==> config.mk <==
export PLATFORM = sky130hd
export DESIGN_NAME = hazard_unit
export DESIGN_NICKNAME = d
export VERILOG_FILES = /design/src/rtl/hazard_unit.sv
export SDC_FILE = /design/constraint.sdc
export NUM_CORES = 1
export LEC_CHECK = 0
export BUFFER_PORTS_ARGS = -buffer_cell sky130_fd_sc_hd__buf_2
export CORE_UTILIZATION = 45
export CTS_CLUSTER_DIAMETER = 50
export CTS_CLUSTER_SIZE = 10
export DETAILED_ROUTE_END_ITERATION = 6
export HOLD_SLACK_MARGIN = 0.05
export PLACE_DENSITY = 0.74
export REMOVE_ABC_BUFFERS = 1
export SYNTH_ARGS = -nofsm -noshare
export SYNTH_HDL_FRONTEND = slang
export SYNTH_SLANG_ARGS = --single-unit
==> constraint.sdc <==
create_clock -name clk -period 2.78 [get_ports clk]
set_clock_uncertainty 0.1 [all_clocks]
set_input_delay 0.695 -clock clk [delete_from_list [all_inputs] [get_ports clk]]
set_output_delay 0.695 -clock clk [all_outputs]
set_load 0.01 [all_outputs]
==> src/rtl/hazard_unit.sv <==
// rtl/hazard_unit.sv - pipeline hazard detection, stall control and operand forwarding selects
//
// Purpose:
//   Tracks shadow copies of the EX and MEM pipeline stages and compares them
//   with the source registers of the instruction in ID. It then either stalls
//   the front end or registers forwarding selects for the next EX cycle.
//
// Configuration:
//   HAZARD_FORWARDING_EN defined   : only load-use hazards stall. fwd_a/fwd_b
//                                    select EX/MEM (1) or MEM/WB (2) results.
//   HAZARD_FORWARDING_EN undefined : any RAW dependency on EX or MEM stalls.
//                                    fwd_a/fwd_b are constant 0.
//
// Ports:
//   clk, rst_n                 pipeline clock, asynchronous active-low reset
//   id_valid                   ID holds a real instruction
//   id_rs, id_rt               ID source register numbers
//   id_uses_rs, id_uses_rt     ID instruction reads rs / rt
//   id_reg_write, id_mem_read  ID instruction writes a register / is a load
//   id_dst                     ID destination register
//   branch_taken               ID branch resolved taken
//   stall                      hold PC and IF/ID, inject a bubble into EX
//   flush_ifid                 clear IF/ID
//   fwd_a, fwd_b               registered EX operand selects (0 RF, 1 EX/MEM, 2 MEM/WB)
//   stall_count                saturating count of stall cycles

module hazard_unit (
    input  logic        clk,
    input  logic        rst_n,
    input  logic        id_valid,
    input  logic [4:0]  id_rs,
    input  logic [4:0]  id_rt,
    input  logic        id_uses_rs,
    input  logic        id_uses_rt,
    input  logic        id_reg_write,
    input  logic        id_mem_read,
    input  logic [4:0]  id_dst,
    input  logic        branch_taken,
    output logic        stall,
    output logic        flush_ifid,
    output logic [1:0]  fwd_a,
    output logic [1:0]  fwd_b,
    output logic [15:0] stall_count
);

    typedef struct packed {
        logic       valid;
        logic       reg_write;
        logic       mem_read;
        logic [4:0] dst;
    } rec_t;

    typedef enum logic {RUN, STALL} state_t;

    rec_t   ex_q;
    rec_t   mem_q;
    state_t state_q;
    state_t state_d;
    logic   hazard;
    logic   rs_ex, rt_ex, rs_mem, rt_mem;

    // r0 is hardwired to zero, so a write to it never creates a dependency.
    function automatic logic src_match(input logic valid, input logic uses,
                                       input rec_t r, input logic [4:0] src);
        return valid & uses & r.valid & r.reg_write & (r.dst == src) & (src != 5'd0);
    endfunction

    assign rs_ex  = src_match(id_valid, id_uses_rs, ex_q,  id_rs);
    assign rt_ex  = src_match(id_valid, id_uses_rt, ex_q,  id_rt);
    assign rs_mem = src_match(id_valid, id_uses_rs, mem_q, id_rs);
    assign rt_mem = src_match(id_valid, id_uses_rt, mem_q, id_rt);

`ifdef HAZARD_FORWARDING_EN
    // Everything but a load result in EX can be forwarded in time.
    assign hazard = (rs_ex | rt_ex) & ex_q.mem_read;
`else
    // Without forwarding, the value is only readable once the producer is in WB.
    assign hazard = rs_ex | rt_ex | rs_mem | rt_mem;
`endif

    always_ff @(posedge clk or negedge rst_n) begin
        if (!rst_n) begin
            state_q <= RUN;
        end else begin
            state_q <= state_d;
        end
    end

    // stall is combinational on the live hazard in both states, so the FSM
    // leaves STALL on the first edge the hazard has cleared.
    always_comb begin
        state_d = RUN;
        stall   = 1'b0;
        case (state_q)
            RUN: begin
                stall   = hazard;
                state_d = hazard ? STALL : RUN;
            end
            STALL: begin
                stall   = hazard;
                state_d = hazard ? STALL : RUN;
            end
            default: begin
                stall   = 1'b0;
                state_d = RUN;
            end
        endcase
    end

    // A taken branch is deferred while stalling; ID still holds the branch.
    assign flush_ifid = branch_taken & id_valid & ~stall;

    always_ff @(posedge clk or negedge rst_n) begin
        if (!rst_n) begin
            ex_q  <= '0;
            mem_q <= '0;
        end else begin
            mem_q <= ex_q;
            if (stall) begin
                ex_q <= '0;
            end else begin
                ex_q <= '{valid: id_valid, reg_write: id_reg_write,
                          mem_read: id_mem_read, dst: id_dst};
            end
        end
    end

    always_ff @(posedge clk or negedge rst_n) begin
        if (!rst_n) begin
            stall_count <= 16'd0;
        end else if (stall && (stall_count != 16'hFFFF)) begin
            stall_count <= stall_count + 16'd1;
        end
    end

`ifdef HAZARD_FORWARDING_EN
    // EX is the younger producer, so it wins when both stages match.
    always_ff @(posedge clk or negedge rst_n) begin
        if (!rst_n) begin
            fwd_a <= 2'd0;
            fwd_b <= 2'd0;
        end else if (stall) begin
            fwd_a <= 2'd0;
            fwd_b <= 2'd0;
        end else begin
            fwd_a <= rs_ex ? 2'd1 : (rs_mem ? 2'd2 : 2'd0);
            fwd_b <= rt_ex ? 2'd1 : (rt_mem ? 2'd2 : 2'd0);
        end
    end
`else
    assign fwd_a = 2'd0;
    assign fwd_b = 2'd0;
`endif

    // The load flag is carried along for visibility but never consulted in MEM.
    logic unused_rec_bits;
    assign unused_rec_bits = mem_q.mem_read ^ ex_q.mem_read;

endmodule

==> impl.org <==
** Placement
- IO Port Bufs :: 39
- Pre-CTS setup slack :: -0.0955 ns
- Detailed placement finished with a half-perimeter wire length of 2260 µm.
- The congestion estimate from routability-driven global placement came to 0.929.

** Detailed routing
- Post-detailed-routing wire length :: 3010 µm
- Number of nets still failing antenna checks after routing :: 0
- DRC marker count from the first detailed-route iteration :: 50
- For this run, design rule violations remaining after detail routing come to 0.
- In the routed layout, each cell is associated on average with a via count of 5.17.
- Via count of the routed design :: 1189
- Iteration count of the initial detailed-routing pass :: 4
- Dividing the detail-routed wire length by the instance count gives 13.1 µm.

** Synthesis
- Syn Inst Count :: 133
- Dominant cells by area after synthesis :: sky130_fd_sc_hd__dfrtp_1 50%, sky130_fd_sc_hd__xnor2_1 12%, sky130_fd_sc_hd__xor2_1 7.1%, sky130_fd_sc_hd__nand3_1 3.4%, sky130_fd_sc_hd__and2_1 2.9%
- Post-synth design cell area :: 1490 µm²
- After synthesis the netlist holds a flip-flop and latch count of 30.
- After synthesis, the largest area contributor takes up 50.4% of total cell area.
- Cell type with the largest total area after synthesis :: sky130_fd_sc_hd__dfrtp_1
- Sequential-to-total area share from yosys stat :: 50.4%
- Count of different cell masters after synthesis :: 25
- For this run, the number of Yosys warnings is 0.
- Averaged over all synthesized cells, the footprint is 11.2 µm².

** Clocking
- Clock tree from TritonCTS :: done
- For this design, the sink count on the clock tree is 30.
- The clock tree synthesis step divided the H-tree into 2 levels.
- Master cell of the clock root buffer :: sky130_fd_sc_hd__clkbuf_4
- The clock passes through at most 2 buffers.
- At the later pin of the worst-skew pair, clock insertion delay measures 0.32 ns.
- Clock tree synthesis inserted a total of 5 buffers.
- Clock input transition at the sequential cells of the worst setup and hold paths :: 0.09 ns
- Buffers inserted to repair hold after CTS numbered 0.

** Global route
- Number of global-route vias before repair :: 1120
- Sum of overflow across all layers after global routing :: 0
- The number of antenna violations at the first check in global routing is 0.
- First-pass GRT wire length :: 4890 µm
- Entering global routing, the biggest net connects 31 pins.
- GRT Resource Usage Total :: 19.6%

** STA
- Clock period minus worst slack :: 2.75 ns
- The final hold violation count is 0.
- Count of pins over their slew limit :: 0
- Setup violations remaining at the end of the flow were counted as 0.
- The final critical path takes up 98.7% of the cycle.
- Measured slew at the worst slew-check pin :: 0.643 ns
- The worst pin sits at a relative slew slack of 57.1%.
- On the final layout, the worst hold slack is 0.280 ns.
- Final setup slack of the worst path :: 0.0350 ns
- Setup repair after global routing could not meet its margin everywhere.
- Highest clock rate :: 0.364 GHz

** Power
- For this design the ratio of total power to cell area is 458 nW/µm².
- Peak supply drop :: 0.293 mV
- Overall power consumption after layout is estimated at 0.853 mW.
- Summed over all cells, the static leakage comes to 0.923 nW.

** Floorplan
- Y dimension of the die :: 59.5 µm
- Starting density of the core :: 48.0%
- The initialized floorplan defines 20 standard-cell rows.
- Die Span X :: 59.5 µm
- I/O pin total :: 45
- CORE AREA :: 3100 µm²
- The die covers 3550 µm².

** Worst setup path
- Data arrival time of the critical path :: 1.95 ns
- In this design, the largest share of critical-path delay is due to simple AND/OR/NAND/NOR gates.
- Buf+Inv Stages, Crit Path :: 2
- Required time reported for the critical path endpoint :: 1.99 ns
- In this run the worst path has a maximum fanout of 3.
- Category of the worst setup path launch point :: primary input
- STA classifies the critical path endpoint as an output port.
- On the worst path, the slowest cell contributes a delay of 0.35 ns.
- Critical path, cell by cell :: buf_6 -> or3_1 -> o311a_1 -> a22oi_2 -> and3_1 -> buf_2
- For this design, the slowest cell found on the critical path is sky130_fd_sc_hd__or3_1.
- The critical path in this run is classified as primary input to output port.

** Finish
- Ant. Diodes :: 0
- The post-route netlist has 32.3% of its cells at a drive strength greater than 1.
- Synth-to-Final Area Change :: 25.1%
- The net count of the finished layout is 209.

** Worst hold path
- In this run the worst hold path is classified as primary input to async pin.

** Flow run
- Max-cap viol count :: 0

** Run status
- Status :: completed
-- metal layers --
layer / up-vias / routed length, µm / track usage (%)
met4: 0 / 85 / 9.30
met2: 48 / 1500 / 32.3
met1: 570 / 1230 / 22.6
li1: 562 / - / -
met3: 9 / 198 / 6.99
met5: - / 0 / 0
-- Yosys cell counts --
master and n:
sky130_fd_sc_hd__ha_1 1, sky130_fd_sc_hd__nand3_1 10, sky130_fd_sc_hd__nor2_1 2, sky130_fd_sc_hd__nor3_1 4, sky130_fd_sc_hd__nand2_1 6, sky130_fd_sc_hd__o22ai_1 2
sky130_fd_sc_hd__and3_1 3, sky130_fd_sc_hd__conb_1 1, sky130_fd_sc_hd__buf_2 2, sky130_fd_sc_hd__or3_1 2, sky130_fd_sc_hd__xnor2_1 21, sky130_fd_sc_hd__nor4b_2 1
sky130_fd_sc_hd__nor4b_1 2, sky130_fd_sc_hd__a22oi_2 1, sky130_fd_sc_hd__nor3b_1 1, sky130_fd_sc_hd__and2_1 7, sky130_fd_sc_hd__nor4_1 6, sky130_fd_sc_hd__mux2_1 3
sky130_fd_sc_hd__o311a_1 2, sky130_fd_sc_hd__buf_4 5, sky130_fd_sc_hd__nand4_1 5, sky130_fd_sc_hd__dfrtp_1 30, sky130_fd_sc_hd__xor2_1 12, sky130_fd_sc_hd__nor4_2 1
sky130_fd_sc_hd__inv_1 3
-- flip-flops by register name (all words and copies together), names as in the netlist --
signal,flops
mem_q,7
stall_count,16
ex_q,7
-- cell families (layout without fill, tap and decap cells) --
kind of cell               count (synthesis)  count (layout)  share of synthesized area [%]
adders and majority gates                  1               1                          0.839
xor gates and xnor gates                  33              33                           19.4
muxes                                      3               3                           2.27
buffers and inverters                     10              60                           3.95
DFF                                       30              30                           50.4
and+or+nand+nor                           50              50                           19.9
AOI/OAI and AO/OA                          5               5                           3.02
other                                      1               4                          0.252
-- stage by stage --
stage	utilization, %	area [µm²]	TNS [ns]	instances
floorplan	-	1450	-0.356	129
finish	60.1	1860	0	230
global route	60.1	1860	-0.0440	230
detailed placement	57.1	1770	-0.275	221
CTS	59.3	1840	0	230
global placement	57.1	1770	-0.0173	221
-- cell usage in the layout (no fill, tap or decap) --
cell type and n:
sky130_fd_sc_hd__buf_2 35, sky130_fd_sc_hd__conb_1 4, sky130_fd_sc_hd__a22oi_2 1, sky130_fd_sc_hd__xor2_1 12, sky130_fd_sc_hd__buf_4 10, sky130_fd_sc_hd__nand3_1 10, sky130_fd_sc_hd__o311a_1 2, sky130_fd_sc_hd__and2_1 7
sky130_fd_sc_hd__nor4b_1 2, sky130_fd_sc_hd__nor2_1 2, sky130_fd_sc_hd__inv_2 1, sky130_fd_sc_hd__clkinv_2 1, sky130_fd_sc_hd__mux2_1 3, sky130_fd_sc_hd__ha_1 1, sky130_fd_sc_hd__nor4_2 1, sky130_fd_sc_hd__clkbuf_8 1
sky130_fd_sc_hd__dfrtp_1 30, sky130_fd_sc_hd__and3_1 3, sky130_fd_sc_hd__buf_6 4, sky130_fd_sc_hd__o22ai_1 2, sky130_fd_sc_hd__nand4_1 5, sky130_fd_sc_hd__nor3_1 4, sky130_fd_sc_hd__nor4b_2 1, sky130_fd_sc_hd__nor4_1 6
sky130_fd_sc_hd__clkbuf_1 1, sky130_fd_sc_hd__inv_1 2, sky130_fd_sc_hd__xnor2_1 21, sky130_fd_sc_hd__nor3b_1 1, sky130_fd_sc_hd__or3_1 2, sky130_fd_sc_hd__nand2_1 6, sky130_fd_sc_hd__clkbuf_4 5
-- repair_timing --
item | in CTS | in global routing
buffers inserted | 1 | 0
pin swaps | 1 | 0
endpoints found under the setup margin | 2 | 2
resized for setup | 0 | 6
-- final timing paths --
check,from,end,cells after the start,slack [ns]
setup / recovery,id_rs[0],flush_ifid,6,0.03
hold / removal,rst_n,mem_q[6],1,0.28
setup reg to reg,ex_q[4],stall_count[9],9,0.47
hold reg to reg,ex_q[7],mem_q[7],0,0.30
max in group asynchronous,rst_n,mem_q[1],1,1.87
min in group clk,ex_q[7],mem_q[7],0,0.30
-- where the power goes --
| group | leakage (nW) | total, mW | internal [mW] | switching [mW] |
|---|---|---|---|---|
| clock | 0.0353 | 0.267 | 0.122 | 0.145 |
| sequential | 0.381 | 0.477 | 0.456 | 0.0213 |
| combinational | 0.507 | 0.109 | 0.0577 | 0.0508 |
-- area by class of cell --
| cell class | instances | area, µm² |
|---|---|---|
| clock buffer | 7 | 55.1 |
| multi-input combinational | 96 | 692 |
| clock inverter | 1 | 5.00 |
| inverter | 3 | 11.3 |
| tap | 44 | 55.1 |
| sequential | 30 | 751 |
| timing repair buffer | 49 | 295 |
| fill | 288 | 1240 |
Note: power is estimated with default switching activity, not from simulation.
